## src/rtl/cache_ctrl.sv

```systemverilog
// Per-request sequencer for the 4-way L1 tag/compare datapath: array read,
// compare, optional writeback, line fill, then tag/valid/mod/PLRU update.
module cache_ctrl #(
  parameter int TAG_WIDTH = 14,
  parameter int CNT_WIDTH = 16
) (
  input  logic                 clk,
  input  logic                 rst_n,
  input  logic                 pe_req,
  input  logic                 pe_wr,
  input  logic [TAG_WIDTH-1:0] pe_tag,
  output logic                 pe_ready,
  output logic                 pe_done,
  output logic                 pe_hit,
  output logic                 arr_rd,
  output logic                 pe_access,
  output logic [TAG_WIDTH-1:0] pe_tag_q,
  input  logic [3:0]           way_hit,
  input  logic [3:0]           fill_or_victim_way,
  input  logic                 req_clean,
  input  logic [2:0]           lru_in,
  output logic [2:0]           lru_wdata,
  output logic                 lru_we,
  output logic [3:0]           way_sel,
  output logic                 tag_we,
  output logic                 val_we,
  output logic                 mod_we,
  output logic                 mod_wdata,
  output logic                 mem_wr_req,
  output logic                 mem_rd_req,
  input  logic                 mem_ack,
  output logic                 err_multi_hit,
  output logic [CNT_WIDTH-1:0] hit_cnt,
  output logic [CNT_WIDTH-1:0] miss_cnt,
  output logic [CNT_WIDTH-1:0] wb_cnt
);

  typedef enum logic [2:0] {IDLE, READ, CMP, WB, FILL, UPD} state_t;

  state_t     state, state_next;
  logic       wr_q;
  logic       hit_q;
  logic [3:0] way_q;
  logic [3:0] hit_low;
  logic       any_hit;
  logic       multi_hit;
  logic [2:0] plru_next;

  // Isolate the lowest-index set bit so a corrupted multi-hit still picks one way.
  assign any_hit   = |way_hit;
  assign hit_low   = way_hit & (~way_hit + 4'd1);
  assign multi_hit = (way_hit & (way_hit - 4'd1)) != 4'd0;

  function automatic logic [CNT_WIDTH-1:0] sat_inc(input logic [CNT_WIDTH-1:0] v);
    return (&v) ? v : v + {{(CNT_WIDTH-1){1'b0}}, 1'b1};
  endfunction

  always_ff @(posedge clk or negedge rst_n) begin
    if (!rst_n) state <= IDLE;
    else        state <= state_next;
  end

  always_ff @(posedge clk or negedge rst_n) begin
    if (!rst_n) begin
      wr_q          <= 1'b0;
      hit_q         <= 1'b0;
      way_q         <= 4'd0;
      pe_tag_q      <= '0;
      err_multi_hit <= 1'b0;
      hit_cnt       <= '0;
      miss_cnt      <= '0;
      wb_cnt        <= '0;
    end else begin
      if (state == IDLE && pe_req) begin
        wr_q     <= pe_wr;
        pe_tag_q <= pe_tag;
      end
      if (state == CMP) begin
        hit_q <= any_hit;
        if (any_hit) begin
          way_q   <= hit_low;
          hit_cnt <= sat_inc(hit_cnt);
          if (multi_hit) err_multi_hit <= 1'b1;
        end else begin
          way_q    <= fill_or_victim_way;
          miss_cnt <= sat_inc(miss_cnt);
        end
      end
      if (state == WB && mem_ack) wb_cnt <= sat_inc(wb_cnt);
    end
  end

  // Tree PLRU: bit 2 picks the half, bits 1/0 pick within it; point away from the accessed way.
  always_comb begin
    plru_next = lru_in;
    case (way_q)
      4'b1000: plru_next = {1'b1, 1'b1, lru_in[0]};
      4'b0100: plru_next = {1'b1, 1'b0, lru_in[0]};
      4'b0010: plru_next = {1'b0, lru_in[1], 1'b1};
      4'b0001: plru_next = {1'b0, lru_in[1], 1'b0};
      default: plru_next = lru_in;
    endcase
  end

  always_comb begin
    state_next = state;
    pe_ready   = 1'b0;
    pe_done    = 1'b0;
    pe_hit     = 1'b0;
    arr_rd     = 1'b0;
    pe_access  = 1'b0;
    lru_wdata  = 3'd0;
    lru_we     = 1'b0;
    way_sel    = 4'd0;
    tag_we     = 1'b0;
    val_we     = 1'b0;
    mod_we     = 1'b0;
    mod_wdata  = 1'b0;
    mem_wr_req = 1'b0;
    mem_rd_req = 1'b0;
    case (state)
      IDLE: begin
        pe_ready = rst_n;
        if (pe_req) state_next = READ;
      end
      READ: begin
        arr_rd     = 1'b1;
        state_next = CMP;
      end
      CMP: begin
        pe_access = 1'b1;
        if (any_hit)        state_next = UPD;
        else if (req_clean) state_next = FILL;
        else                state_next = WB;
      end
      WB: begin
        mem_wr_req = 1'b1;
        if (mem_ack) state_next = FILL;
      end
      FILL: begin
        mem_rd_req = 1'b1;
        if (mem_ack) begin
          tag_we     = 1'b1;
          val_we     = 1'b1;
          way_sel    = way_q;
          state_next = UPD;
        end
      end
      UPD: begin
        lru_we     = 1'b1;
        lru_wdata  = plru_next;
        way_sel    = way_q;
        // A read miss clears mod for the freshly filled line; a read hit leaves it alone.
        mod_we     = wr_q | ~hit_q;
        mod_wdata  = wr_q;
        pe_done    = 1'b1;
        pe_hit     = hit_q;
        state_next = IDLE;
      end
      default: state_next = IDLE;
    endcase
  end

endmodule

```

## config.mk

```make
export PLATFORM = sky130hd
export DESIGN_NAME = cache_ctrl
export DESIGN_NICKNAME = d
export VERILOG_FILES = /design/src/rtl/cache_ctrl.sv
export SDC_FILE = /design/constraint.sdc
export NUM_CORES = 1
export LEC_CHECK = 0
export BUFFER_PORTS_ARGS = -buffer_cell sky130_fd_sc_hd__buf_2
export CORE_ASPECT_RATIO = 0.6
export CORE_MARGIN = 8
export CORE_UTILIZATION = 50
export CTS_CLUSTER_DIAMETER = 30
export CTS_CLUSTER_SIZE = 8
export DETAILED_ROUTE_END_ITERATION = 10
export PLACE_DENSITY = 0.78
export SLEW_MARGIN = 20
export SYNTH_ARGS = -nofsm -noshare
export SYNTH_HDL_FRONTEND = slang
export SYNTH_SLANG_ARGS = --single-unit
```

## constraint.sdc

```tcl
create_clock -name clk -period 5.15 [get_ports clk]
set_clock_uncertainty 0.1 [all_clocks]
set_input_delay 1.03 -clock clk [delete_from_list [all_inputs] [get_ports clk]]
set_output_delay 1.03 -clock clk [all_outputs]
set_load 0.05 [all_outputs]
```

==> reports/metrics.csv, run 1 <==
stage,metric,value,unit
yosys,Compound-Gate Fraction of Synth Area,0.0597,
clock_network,Clock transition at path regs,60,ps
worst_hold_path,min-delay worst type,reg -> reg,
sta,total negative setup slack,0,ps
clock_network,CTS Root Cell,clkbuf_16,
grt,Tot GR Track Use,0.175,
yosys,synthesized cell area,3630,µm²
sta,unrepaired setup endpoints after global routing,false,
final_layout,multi-input logic area,1730,µm²
routing,# DRC,0,
yosys,Syn Area/Cell,10.8,µm²
clock_network,post-CTS sizing,0,
grt,global-route wire length before repair,14500,µm
placed_design,GPL Wtd Cong,0.801,
final_layout,Antenna Cells,0,
setup_path,crit start category,flip-flop,
placed_design,IO Port Bufs,112,
yosys,Post-synth EDFFs,0,
grt,initial antenna violation count,0,
final_layout,most frequent cells in the layout,"112 x buf_2, 72 x dfrtp_1, 37 x xor2_1",
sta,max frequency,326,MHz
yosys,Synth async-reset ratio,1.00,
setup_path,CP Cell Sequence,"nor3b_1, and2_1, nor2_1, nor2b_1, buf_2",
floorplan,# IOs,113,
grt,number of global-route vias before repair,3029,
clock_network,Clock Sink Count,72,
routing,routed len/inst,16.0,µm
setup_path,Crit path max-delay family,simple AND/OR/NAND/NOR gates,
floorplan,row count,24,
yosys,sequential area share after synthesis,0.497,
clock_network,depth of the CTS H-tree,3,
grt,largest net degree at the start of global routing,72,
pwr,pwr/cell area,520,nW/µm²
run_status,status,completed,
yosys,Synth Area in XOR/XNOR,0.0990,
sta,Tmin final,3060,ps
floorplan,die boundary width,126,µm
setup_path,CP peak stage delay,510,ps
placed_design,post-DP HPWL,6580,µm
sta,Final Hold Fails,0,
clock_network,# hold bufs at CTS,0,
yosys,Post-Synthesis Cells,337,
yosys,Simple-Gate Fraction of Synth Area,0.239,
final_layout,"Core Util, Final",0.634,
routing,antenna-violating nets left,0,
routing,Via density,5.38,
routing,vias post-DR,2941,
setup_path,crit end category,output port,
setup_path,WP data required,4020,ps
pwr,leakage,2.24,nW
yosys,synth warn,0,
floorplan,Die Area,10300,µm²
clock_network,Clock Path Buffers,2,
run,Max-Cap Viols,0,
routing,DR iter-0 viols,162,
yosys,Syn Nets,371,
routing,drt pass-1 iters,4,
sta,Tightest Pin Transition,983,ps
grt,GR Overflow Total,0,
clock_network,clock latency on the worst-skew pair,330,ps
clock_network,CTS Buf Count,9,
yosys,largest family of logic cells by synthesized area,simple AND/OR/NAND/NOR gates,
setup_path,crit-path max FO,14,
sta,Slew Limit Fails,0,
floorplan,core area,7150,µm²
routing,final WL,8770,µm
setup_path,Setup CP Type,reg -> out,
clock_network,setup bufs post-CTS,0,
sta,setup violators final,0,
yosys,multiplexer area fraction after synthesis,0.0617,
setup_path,slowest CP cell,dfrtp_1,
final_layout,storage element area,1800,µm²
final_layout,"Net count, final",485,
final_layout,"commonest non-fill, non-tap cell in the layout",buf_2,
final_layout,area delta synth->final,25.0,%
setup_path,CP bufs+invs,1,
yosys,Synth cell types,50,
final_layout,share of cells above drive strength 1,0.364,
floorplan,Initial Util,0.508,
yosys,synthesized-area fraction occupied by adder cells,0.0131,
sta,Final period util,0.595,
clock_network,CTS tree,done,
yosys,"FF+latch count, synth",72,
setup_path,Worst Path Arrival,1930,ps
pwr,worst vdd ir,0.390,mV
final_layout,FILL cells,620,
yosys,Synth Flop Type,dfrtp_1,
floorplan,chip height,82.0,µm
sta,Max transition margin,0.339,
==> cells in the mapped netlist, types with 2 or more instances <==
library cell  count  share of area
xor2_1           37          0.089
and4_1            4         0.0097
nand2b_1          3         0.0052
dfrtp_1          72           0.50
mux2_2           19          0.059
xnor2_1           4         0.0097
a31oi_1           2         0.0034
buf_2             2         0.0028
buf_6             2         0.0062
a211oi_1          3         0.0062
nor4b_1           2         0.0048
o21bai_1          3         0.0062
nor4_2            3          0.010
nor2_1           20          0.021
clkbuf_1          6         0.0062
a21oi_1           8          0.011
and3_1            2         0.0034
o21ai_0           6         0.0083
ha_1              3          0.010
nor3_2            3         0.0083
or4_1             3         0.0062
and2_1            4         0.0069
nand4_1          11          0.019
buf_4             2         0.0041
nand2_1          26          0.027
nand3_1          17          0.023
o31ai_1           3         0.0062
or4_4             3         0.0093
nor3b_1           4         0.0083
nor4_1            8          0.014
inv_1            11          0.011
nor3b_2           3          0.010
nor2b_1           6          0.010
nor3_1           16          0.022
==> worst reg2reg max path, delay by kind of cell (launching register included) <==
| family | cells | cell delay (ps) |
|---|---|---|
| adders and majority gates | 1 | 210 |
| xor gates and xnor gates | 1 | 150 |
| and+or+nand+nor | 3 | 1140 |
| buffers and inverters | 1 | 290 |
| DFF | 1 | 400 |
==> flip-flops by register name (all words and copies together), names as in the netlist <==
| name | count |
|---|---|
| hit_cnt | 16 |
| way_q | 4 |
| hit_q | 1 |
| miss_cnt | 16 |
| pe_tag_q | 14 |
| wb_cnt | 16 |
| err_multi_hit | 1 |
| wr_q | 1 |
| state | 3 |
==> worst paths after layout <==
check | slack, ps | start | end | cells after the start
max | 2090 | state[0] | way_sel[0] | 5
min | 390 | hit_cnt[15] | hit_cnt[15] | 1
max reg2reg | 2740 | hit_cnt[0] | hit_cnt[9] | 6
min reg2reg | 390 | hit_cnt[15] | hit_cnt[15] | 1
max in group asynchronous | 3490 | rst_n | hit_cnt[11] | 2
min in group asynchronous | 400 | rst_n | miss_cnt[13] | 1
==> cell families (layout without fill, tap and decap cells) <==
group | after synthesis | after routing
simple gates | 144 | 144
flops | 72 | 72
xor+xnor | 41 | 41
compound gates | 33 | 33
buf+inv | 23 | 142
mux | 20 | 20
fa+ha+maj | 4 | 4
==> report_power, final <==
| group | total [mW] | internal (mW) | switching [mW] | leakage [nW] |
|---|---|---|---|---|
| sequential | 0.837 | 0.696 | 0.141 | 0.898 |
| clock | 0.557 | 0.336 | 0.222 | 0.136 |
| combinational | 0.963 | 0.268 | 0.696 | 1.20 |
| total | 2.36 | 1.30 | 1.06 | 2.24 |
==> per-stage QoR <==
| stage | power [mW] | hold WS [ps] | setup WS [ps] | instance area (µm²) | std cells |
|---|---|---|---|---|---|
| finish | 2.36 | 394 | 2090 | 4530 | 547 |
| global route | 2.48 | 386 | 1920 | 4530 | 547 |
| detailed placement | 1.81 | 371 | 1740 | 4260 | 531 |
| CTS | 2.38 | 387 | 2020 | 4530 | 547 |
| floorplan | 1.58 | 378 | 709 | 3630 | 337 |
| global placement | 1.79 | 374 | 1860 | 4260 | 531 |
==> area by class of cell <==
| class | count | area share |
|---|---|---|
| clock buffer | 12 | 0.0544 |
| clock inverter | 4 | 0.00442 |
| timing repair buffer | 115 | 0.129 |
| inverter | 11 | 0.00911 |
| tap | 91 | 0.0251 |
| multi-input combinational | 242 | 0.381 |
| sequential | 72 | 0.397 |
==> metal layers <==
metal | track usage | up-vias | share of wire
met4 | 0.0548 | 0 | 0.0070
met3 | 0.0823 | 9 | 0.084
met2 | 0.275 | 84 | 0.46
li1 | - | 1439 | -
met1 | 0.213 | 1409 | 0.45
met5 | 0 | - | 0
Note: power is estimated with default switching activity, not from simulation.
==> inputs of run 2 (changes only) <==
==> constraint.sdc (replaced) <==
create_clock -name clk -period 3.2 [get_ports clk]
set_clock_uncertainty 0.1 [all_clocks]
set_input_delay 0.64 -clock clk [delete_from_list [all_inputs] [get_ports clk]]
set_output_delay 0.64 -clock clk [all_outputs]
set_load 0.05 [all_outputs]
==> run 2 against run 1 <==
- via count rose by 2.2%
- wire length rose by 5.1%
- register-to-register slack got worse by 2000 ps
- power rose by 69%
- largest cell class unchanged
- cell area rose by 1.9%
- sequential power rose by 60%
- critical path depth rose by 1
- hold slack got worse by 16 ps
- setup slack got worse by 1700 ps
- combinational power rose by 63%
- die area did not move
- clock-buffer cell count fell by 1
==> reports/metrics.csv, run 2 (same netlist as run 1, synthesis figures left out) <==
stage,metric,value,unit,change
floorplan,Die Area,10300,µm²,unchanged
sta,Final Hold Fails,0,,unchanged
run_status,status,completed,,
clock_network,# hold bufs at CTS,0,,unchanged
setup_path,crit-path max FO,13,,-1
grt,largest net degree at the start of global routing,73,,+1.4%
final_layout,"commonest non-fill, non-tap cell in the layout",buf_2,,
final_layout,area delta synth->final,27.4,%,
clock_network,CTS tree,done,,
sta,Tmin final,2770,ps,
sta,unrepaired setup endpoints after global routing,false,,
routing,# DRC,0,,unchanged
final_layout,"Net count, final",486,,+0.21%
setup_path,R2R depth,4,,-2
run,Max-Cap Viols,0,,unchanged
routing,vias post-DR,3006,,+2.2%
sta,total negative setup slack,0,ps,unchanged
clock_network,Clock Sink Count,72,,unchanged
grt,number of global-route vias before repair,3009,,-0.66%
routing,routed len/inst,16.8,µm,+4.9%
sta,Hold Slack,378,ps,-16.5 ps
grt,Tot GR Track Use,0.182,,+0.00645
floorplan,core area,7150,µm²,unchanged
sta,Tightest Pin Transition,901,ps,-81.7 ps
sta,max frequency,361,MHz,
floorplan,chip height,82.0,µm,unchanged
floorplan,Initial Util,0.508,,unchanged
final_layout,biggest registers after layout,"hit_cnt x16, miss_cnt x16, wb_cnt x16",,
clock_network,Clock transition at path regs,60,ps,about the same
placed_design,post-DP HPWL,6890,µm,+4.8%
clock_network,depth of the CTS H-tree,3,,unchanged
clock_network,clock latency on the worst-skew pair,320,ps,about the same
setup_path,crit start category,flip-flop,,
clock_network,Clock Path Buffers,2,,unchanged
routing,final WL,9220,µm,+5.1%
placed_design,IO Port Bufs,112,,unchanged
setup_path,Setup CP Type,reg -> out,,
placed_design,placed cell count,532,,+0.19%
sta,Max transition margin,0.399,,+0.0605
grt,GR Overflow Total,0,,unchanged
sta,Final period util,0.865,,
clock_network,setup bufs post-CTS,0,,unchanged
routing,DR iter-0 viols,254,,+57%
worst_hold_path,Hold Path Depth,1,,unchanged
final_layout,most frequent cells in the layout,"111 x buf_2, 72 x dfrtp_1, 37 x xor2_1",,
pwr,pwr/cell area,861,nW/µm²,+65%
setup_path,WP data required,2460,ps,-1560 ps
grt,global-route wire length before repair,15000,µm,+2.9%
routing,drt pass-1 iters,4,,unchanged
final_layout,fin cells,548,,+0.18%
sta,setup violators final,0,,unchanged
grt,initial antenna violation count,0,,unchanged
sta,Slew Limit Fails,0,,unchanged
clock_network,CTS Root Cell,clkbuf_16,,
routing,antenna-violating nets left,0,,unchanged
setup_path,Worst Path Arrival,2030,ps,+100 ps
final_layout,share of cells above drive strength 1,0.379,,+0.0145
floorplan,# IOs,113,,unchanged
final_layout,Antenna Cells,0,,unchanged
pwr,worst vdd ir,0.625,mV,+60%
floorplan,die boundary width,126,µm,unchanged
pwr,leakage,2.26,nW,+1.2%
placed_design,GPL Wtd Cong,0.776,,-3.2%
routing,Via density,5.49,,+2.0%
setup_path,crit end category,output port,,
floorplan,row count,24,,unchanged
clock_network,post-CTS sizing,0,,unchanged
worst_hold_path,min-delay worst type,reg -> reg,,
clock_network,CTS Buf Count,9,,unchanged
==> run 2: cell count changes in the layout (fill, tap and decap cells not counted), sizes merged <==
cell / delta
buf: +1
clkinvlp: +2
clkbuf: -1
clkinv: -3
bufinv: +2
==> run 2: report_power, final <==
part | switching, mW | total [mW] | internal [mW]
clock network | 0.365 | 1.07 | 0.702
logic | 1.13 | 1.57 | 0.443
registers | 0.221 | 1.34 | 1.12
total | 1.71 | 3.98 | 2.26
==> run 2: worst max-delay path, cell delays in order, from the launching register on <==
cell,delay (ps)
dfrtp_1,580
nor2b_1,120
nand2_1,220
inv_1,120
nor2_1,380
nor2b_2,70
buf_2,220
==> run 2: path summary, 6_finish.rpt <==
| check | from | end | slack [ps] |
|---|---|---|---|
| min in group asynchronous | rst_n | miss_cnt[15] | 470 |
| worst min register to register | err_multi_hit | err_multi_hit | 380 |
| worst min-delay path | err_multi_hit | err_multi_hit | 380 |
| worst max-delay path | state[1] | way_sel[2] | 430 |
| worst max register to register | state[1] | hit_cnt[7] | 750 |
| max in group asynchronous | rst_n | way_q[1] | 1950 |
==> run 2: per-stage QoR <==
step	utilization	cell area [µm²]	setup WS, ps	power [mW]
after floorplan	-	3650	90.3	2.56
after global placement	0.601	4300	654	2.89
after CTS	0.647	4620	400	4.02
after detailed placement	0.601	4300	600	2.93
final	0.647	4620	431	3.98
after global routing	0.647	4620	253	4.18
==> run 2: layer usage <==
layer	wire [µm]	share of wire	track usage
met1	4110	0.45	0.233
met2	4300	0.47	0.281
met3	774	0.084	0.0719
met4	37	0.0040	0.0548
met5	0	0	0
==> run 2: cell type report <==
type                    count  area, µm²
clock buffers              11        243
clock inverters             5       80.1
fillers                   581       2530
inverters                  11       41.3
multi-input cells         242       1750
flip-flops and latches     72       1800
well taps                  91        114
repair buffers            116        593
